**src/rtl/logic_ops.vh**
```
// Op-code constants for the logic slice, shared with the ALU decoder.
`ifndef LOGIC_OPS_VH
`define LOGIC_OPS_VH

`define LOP_AND      3'd0
`define LOP_OR       3'd1
`define LOP_XOR      3'd2
`define LOP_NOR      3'd3
`define LOP_ANDN     3'd4
`define LOP_ACC_AND  3'd5
`define LOP_ACC_OR   3'd6
`define LOP_ACC_LOAD 3'd7

`endif

```
**src/rtl/logic_unit_pkg.sv**
```systemverilog
// Shared types for the logic unit: the op-code enum built on the shared defines.
`include "logic_ops.vh"

package logic_unit_pkg;

    localparam int OP_W = 3;

    typedef enum logic [OP_W-1:0] {
        OP_AND      = `LOP_AND,
        OP_OR       = `LOP_OR,
        OP_XOR      = `LOP_XOR,
        OP_NOR      = `LOP_NOR,
        OP_ANDN     = `LOP_ANDN,
        OP_ACC_AND  = `LOP_ACC_AND,
        OP_ACC_OR   = `LOP_ACC_OR,
        OP_ACC_LOAD = `LOP_ACC_LOAD
    } lop_e;

    // Accumulate ops are the only ones that commit into the accumulator.
    function automatic logic is_acc_op(input lop_e op);
        return (op == OP_ACC_AND) || (op == OP_ACC_OR) || (op == OP_ACC_LOAD);
    endfunction

endpackage

```
**src/rtl/logic_unit_core.sv**
```systemverilog
// Combinational operation decode: result and accumulator write-enable for one op.
module logic_core
    import logic_unit_pkg::*;
#(
    parameter int WIDTH = 32
) (
    input  logic [WIDTH-1:0] a,
    input  logic [WIDTH-1:0] b,
    input  logic [WIDTH-1:0] acc,
    input  logic [OP_W-1:0]  op,
    output logic [WIDTH-1:0] result,
    output logic             acc_we
);

    lop_e op_e;

    always_comb begin
        op_e   = lop_e'(op);
        result = '0;
        case (op_e)
            OP_AND:      result = a & b;
            OP_OR:       result = a | b;
            OP_XOR:      result = a ^ b;
            OP_NOR:      result = ~(a | b);
            OP_ANDN:     result = a & ~b;
            OP_ACC_AND:  result = acc & a;
            OP_ACC_OR:   result = acc | a;
            OP_ACC_LOAD: result = a;
            default:     result = '0;
        endcase
        acc_we = is_acc_op(op_e);
    end

endmodule

```
**src/rtl/logic_unit.sv**
```systemverilog
// Registered bitwise logic unit with accumulator and valid/ready on both sides.
module logic_unit
    import logic_unit_pkg::*;
#(
    parameter int WIDTH = 32
) (
    input  logic             clk,
    input  logic             rst,
    input  logic             in_valid,
    output logic             in_ready,
    input  logic [WIDTH-1:0] a,
    input  logic [WIDTH-1:0] b,
    input  logic [OP_W-1:0]  op,
    output logic             out_valid,
    input  logic             out_ready,
    output logic [WIDTH-1:0] q,
    output logic             zero,
    output logic             ones,
    output logic [WIDTH-1:0] acc
);

    logic [WIDTH-1:0] result_q, result_d;
    logic [WIDTH-1:0] acc_q, acc_d;
    logic             zero_q, zero_d;
    logic             ones_q, ones_d;
    logic             out_valid_q, out_valid_d;

    logic [WIDTH-1:0] core_result;
    logic             core_acc_we;
    logic             accept;
    logic             deliver;

    logic_core #(
        .WIDTH(WIDTH)
    ) u_core (
        .a      (a),
        .b      (b),
        .acc    (acc_q),
        .op     (op),
        .result (core_result),
        .acc_we (core_acc_we)
    );

    assign in_ready = !out_valid_q || out_ready;
    assign accept   = in_valid && in_ready;
    assign deliver  = out_valid_q && out_ready;

    // Flags come from the value about to be registered so they line up with q.
    always_comb begin
        result_d    = result_q;
        zero_d      = zero_q;
        ones_d      = ones_q;
        acc_d       = acc_q;
        out_valid_d = out_valid_q;
        if (accept) begin
            result_d    = core_result;
            zero_d      = ~|core_result;
            ones_d      = &core_result;
            out_valid_d = 1'b1;
            if (core_acc_we) begin
                acc_d = core_result;
            end
        end else if (deliver) begin
            out_valid_d = 1'b0;
        end
    end

    always_ff @(posedge clk or posedge rst) begin
        if (rst) begin
            result_q    <= '0;
            zero_q      <= 1'b1;
            ones_q      <= 1'b0;
            acc_q       <= '0;
            out_valid_q <= 1'b0;
        end else begin
            result_q    <= result_d;
            zero_q      <= zero_d;
            ones_q      <= ones_d;
            acc_q       <= acc_d;
            out_valid_q <= out_valid_d;
        end
    end

    assign q         = result_q;
    assign zero      = zero_q;
    assign ones      = ones_q;
    assign acc       = acc_q;
    assign out_valid = out_valid_q;

endmodule

```
**config.mk**
```make
export PLATFORM = sky130hd
export DESIGN_NAME = logic_unit
export DESIGN_NICKNAME = d
export VERILOG_FILES = /design/src/rtl/logic_unit_pkg.sv /design/src/rtl/logic_unit_core.sv /design/src/rtl/logic_unit.sv
export VERILOG_INCLUDE_DIRS = /design/src /design/src/rtl
export SDC_FILE = /design/constraint.sdc
export NUM_CORES = 1
export LEC_CHECK = 0
export ABC_AREA = 1
export BUFFER_PORTS_ARGS = -buffer_cell sky130_fd_sc_hd__buf_2
export CORE_AREA = 2 2 184 114
export DETAILED_ROUTE_END_ITERATION = 10
export DIE_AREA = 0 0 186 116
export SLEW_MARGIN = 40
export SYNTH_ARGS = -nofsm -noshare
export SYNTH_HDL_FRONTEND = slang
export SYNTH_SLANG_ARGS = --single-unit
```
**constraint.sdc**
```tcl
create_clock -name clk -period 2 [get_ports clk]
set_clock_uncertainty 0.15 [all_clocks]
set_input_delay 0.3 -clock clk [delete_from_list [all_inputs] [get_ports clk]]
set_output_delay 0.3 -clock clk [all_outputs]
set_load 0.03 [all_outputs]
```
[After elaboration in Yosys (flattened, before gate mapping)]
Cells that the tools add are included.
Operators by class
  muxes and demuxes: 3
  eq/ne operators: 7
  reductions and logical operators: 12
  bitwise gates (word level): 8
Operators with widths (count)
  $pmux 32 s8: 1
  $and 32x32->32: 3
  $not 32->32: 2
  $or 32x32->32: 2
  $reduce_and 32->1: 1
  $reduce_or 32->1: 1
  $xor 32x32->32: 1
  $eq 3x3->1 const B: 4
  $eq 3x2->1 const B: 2
  $eq 3x1->1 const B: 1
  $logic_not 3->1: 1
  $logic_or 1x1->1: 3
  $logic_and 1x1->1: 2
  $logic_not 1->1: 2
  $mux 1: 2
  $reduce_and 2->1: 1
  $reduce_bool 2->1: 1
Storage, ports and cells
  register bits: 67
  word-level logic and storage cells: 35
  output and inout bits: 68

[Logic depth before layout (Yosys ltp)]
  word-level depth: 5
  gate-level depth with buffers: 16
  gate-level depth less buffers: 14

[Cells and area by module]
Synthesis repeated with hierarchy kept, for this count alone.
Second synthesis, totals
  cell total of the unflattened synthesis: 1046
  area total of the unflattened synthesis: 6543.8 um^2
By module, submodules not included
  logic_core: seq. area each 0.0 um^2, area an instance 3608.5 um^2, times used 1, cells an instance 736
  logic_unit: seq. area each 1677.9 um^2, area an instance 2935.3 um^2, times used 1, cells an instance 310

[Least setup slack after synthesis]
Ideal clock, no wire load.
  path kind: reg2reg
  start point: register out_valid_q (netlist: out_valid)
  end point: register acc_q[4] (netlist: acc[4])
  setup slack: -0.036 ns
  buffers on the path: 1
  required time: 1.715 ns
  setup time: 0.135 ns
  data arrival time: 1.750 ns
  stages on the path, launching flop included: 8
  path through: dfrtp_1 nand2_1 nand2_1 nor3_1 inv_1 clkbuf_1 nand2_1 o21ai_0
On the way
  longest elaborated chain between the ends: 4
RTL lines
  from (decl): RTL line logic_unit.sv:26  | logic out_valid_q, out_valid_d;
  from (signal assigned): RTL line logic_unit.sv:80  | out_valid_q <= out_valid_d;
  $logic_not 1->1: RTL line logic_unit.sv:44  | assign in_ready = !out_valid_q || out_ready;
  $logic_or 1x1->1: RTL line logic_unit.sv:44
  named net in_ready: RTL line logic_unit.sv:10  | output logic in_ready,
  $logic_and 1x1->1: RTL line logic_unit.sv:45  | assign accept = in_valid && in_ready;
  $reduce_and 2->1 (no source line)
  to (signal assigned): RTL line logic_unit.sv:73  | acc_q <= '0;
  to (signal assigned): RTL line logic_unit.sv:79  | acc_q <= acc_d;
  to (decl): RTL line logic_unit.sv:23  | logic [WIDTH-1:0] acc_q, acc_d;
The timed path passes the listed nets, and every way through them passes these cells.
A chain may end at the register's enable or synchronous reset.

[Worst setup path in the final report]
  start point: input port op[2]
  end point: register ones_q (netlist: ones)
On the way
  longest elaborated chain between the ends: 3
RTL lines
  from (decl): RTL line logic_unit.sv:13  | input logic [OP_W-1:0] op,
  $eq 3x3->1 (tied with other cells): RTL line logic_unit_core.sv:20  | case (op_e)
  $pmux 32 s8 *: RTL line logic_unit_core.sv:20
  $reduce_and 32->1 *: RTL line logic_unit.sv:58  | ones_d = &core_result;
  to (signal assigned): RTL line logic_unit.sv:78  | ones_q <= ones_d;
  to (decl): RTL line logic_unit.sv:25  | logic ones_q, ones_d;
Every way passes the cells marked *; elsewhere a longest branch is shown, timed or not.

==> run summary <==
Die Y: 116 um
Seq/Total Area, Yosys: 0.268
Layout cells sized above 1: 0.243
Vias in the first global route: 7,171
Max incr delay on CP: 0.25 ns
CTS Buf Count: 9
Initial core utilization: 0.317
Worst vdd ir: 0.434 mV
Worst slew pin tran: 0.399 ns
Grt total ovfl: 0
Setup crit start: op[2]
Clock latency at the later pin of the worst-skew pair: 0.35 ns
IO buf count: 138
Largest net degree at the start of global routing: 68
Gr usage total: 0.231
Max frequency: 0.530 GHz
Buffers plus inverters on the worst setup path: 3
Crit path max-delay cell type: buf_4
Total of max-cap violations: 0
Post-Route WL: 24,200 um
Beginning of the worst hold path: out_ready
ANT nets after route: 0
Post-synthesis xor/xnor area fraction: 0
GRT met3 Usage: 0.0484
Min-Delay Path Class: in2reg
Initial antenna violation count: 0
Yosys warns: 0
Most frequent cell on the critical path: nand2_1
Crit path required time: 2.13 ns
Antenna cells: 0
EDFF count, synth: 0
Post-layout minimum cycle time: 1.89 ns
Die area: 21,600 um^2
Ys flop type: dfrtp_1
Global-route wire length before repair: 38,200 um
Delay-heaviest family, CP: simple AND/OR/NAND/NOR gates
Synthesized cell area: 6270 um^2
Longest Clk Path Bufs: 2
Register-to-register setup slack: 0.23 ns
Seq cells post-synth: 67
Root Buffer: clkbuf_16
Post-detail-place hpwl: 18,500 um
Final Hold Viols: 0
Status: completed
PD cells: 712 nW/um^2
Drc violations: 0
Gr busiest metal: met1
Met1 GRT Util: 0.340
WS Path Type: in2reg
Multiplexer share of the synthesized area: 0
Drt wl/cell: 15.5 um
Total number of vias: 7,699
CTS tree: built
Compound-gate portion of the synthesized area: 0.0785
Power Total: 6060 uW
Clk slew on worst S/H paths: 0.05 ns
Placer Congestion: 0.917
Core ar.: 19,800 um^2
Adder-cell share of the synthesized area: 0.0639
Die width: 186 um
Clock Sinks: 67
Final setup viols: 0
Final nets: 1,384
Num rows: 40
CP Capture Type: register
Num ports: 139
Cell-by-cell trace of the critical path: clkbuf_4 -> buf_4 -> nor3_2 -> buf_4 -> nand2_1 -> o21ai_0 -> nor2_1 -> nand2_1 -> nand2_1 -> nor2_2 -> nand2_1 -> nor2_1 -> nand3_1 -> nand2_1
Critical Path AT: 2.02 ns
Syn Area/Cell: 5.92 um^2
Slew Limit Fails: 0
Simple-gate share of the synthesized area: 0.463
Main combinational cell family by area after synthesis: simple AND/OR/NAND/NOR gates
Initial drt markers: 772
LEAKAGE: 0.00460 uW
Vias per std cell: 4.94
Post-Synthesis Cells: 1,058
Tcrit/Tclk final: 0.944
H-tree depth: 3
Core Util, Final: 0.431
Asr flop ratio synth: 1.00
DRT Pass-1 Iters: 6
WHS: 0.0618 ns
GR Util met2: 0.337
Worst r2r src: acc[9]
RSZ-0062 raised after global routing: no
Yosys cell types: 29
CP Launch Type: primary input
Area grow syn2layout: 35.8%
Syn_nets: 1,161
Slew margin rel.: 0.734
Worst Path Max Fanout: 10
tightest hold or removal path, stage by stage:
cell and delay, ns:
buf_2 0.07, inv_1 0.03, nand2_2 0.06, nand2_1 0.05
placed cells by master, fill, tap and decap left out, types with 5 or more instances in the layout:
master and instances:
a21oi_1 10, nand3b_1 10, a31oi_1 19, ha_1 32
buf_4 116, buf_12 8, nor2_1 231, clkbuf_16 9
o21ai_0 58, nor2_4 5, inv_1 133, nor2_2 5
nand2_1 210, nand3_1 166, buf_2 135, dfrtp_1 66
nand4_1 33
synthesized netlist by cell type, types with 2 or more instances:
library cell | number | area (um^2)
a21oi_1 | 11 | 55.1
a31oi_1 | 19 | 119
buf_1 | 7 | 26.3
buf_2 | 17 | 85.1
buf_4 | 3 | 22.5
buf_6 | 4 | 45.0
clkbuf_1 | 23 | 86.3
dfrtp_1 | 66 | 1650
ha_1 | 32 | 400
inv_1 | 135 | 507
inv_2 | 5 | 18.8
nand2_1 | 212 | 796
nand2_2 | 3 | 18.8
nand3_1 | 167 | 836
nand3_2 | 2 | 20.0
nand3b_1 | 10 | 75.1
nand4_1 | 33 | 206
nor2_1 | 238 | 893
nor2_4 | 2 | 22.5
o21ai_0 | 58 | 290
o22ai_1 | 3 | 18.8
area by class of cell:
cell class	count	area (um^2)
Fill cell	2108	11300
Clock inverter	4	47.5
Sequential cell	67	1680
Clock buffer	12	267
Tap cell	273	342
Inverter	141	543
Multi-Input combinational cell	796	3860
Timing Repair Buffer	266	1780
report_power, final:
group	switching (uW)	leakage, uW	internal [uW]
sequential	254	0.000822	1620
clock	632	0.000155	1060
combinational	1630	0.00363	857
final timing paths:
path                             end  cells past startpoint
hold reg to reg                q[13]                      2
setup / recovery                ones                     14
setup reg to reg                zero                     11
hold / removal             out_valid                      4
max in group asynchronous     acc[5]                      4
min in group asynchronous      q[29]                      4
sequential cells by signal, indices dropped and copies added (netlist names):
signal,cells
q,32
ones,1
acc,32
zero,1
out_valid,1
layer usage:
layer / up-vias / routed length (um)
met4: 0 / 373
met3: 26 / 2360
met2: 374 / 9830
li1: 3852 / -
met1: 3447 / 11700
met5: - / 0
timing repair:
item,CTS,global route
buffers inserted,0,0
endpoints found under the setup margin,1,3
pin swaps,0,3
hold buffers,1,0
resized for setup,1,27
endpoints found under the hold margin,66,0
kinds of logic after synthesis:
logic type | Yosys count
AO/OA/AOI/OAI | 92
adder cells (fa/ha/maj) | 32
buffers and inverters | 195
flip-flops | 67
AND/OR/NAND/NOR | 672
stage by stage:
| step | area (um^2) | cells | setup WS [ns] | setup TNS, ns |
|---|---|---|---|---|
| 5_1_grt | 8510 | 1559 | 0.00266 | 0 |
| 3_3_place_gp | 8100 | 1542 | -0.405 | -1.16 |
| 4_1_cts | 8420 | 1559 | 0.0227 | 0 |
| 2_1_floorplan | 6270 | 1058 | 0.0800 | 0 |
| 3_5_place_dp | 8100 | 1542 | -0.382 | -1.71 |
| 6_report | 8510 | 1559 | 0.112 | 0 |
Note: power is estimated with default switching activity, not from simulation.
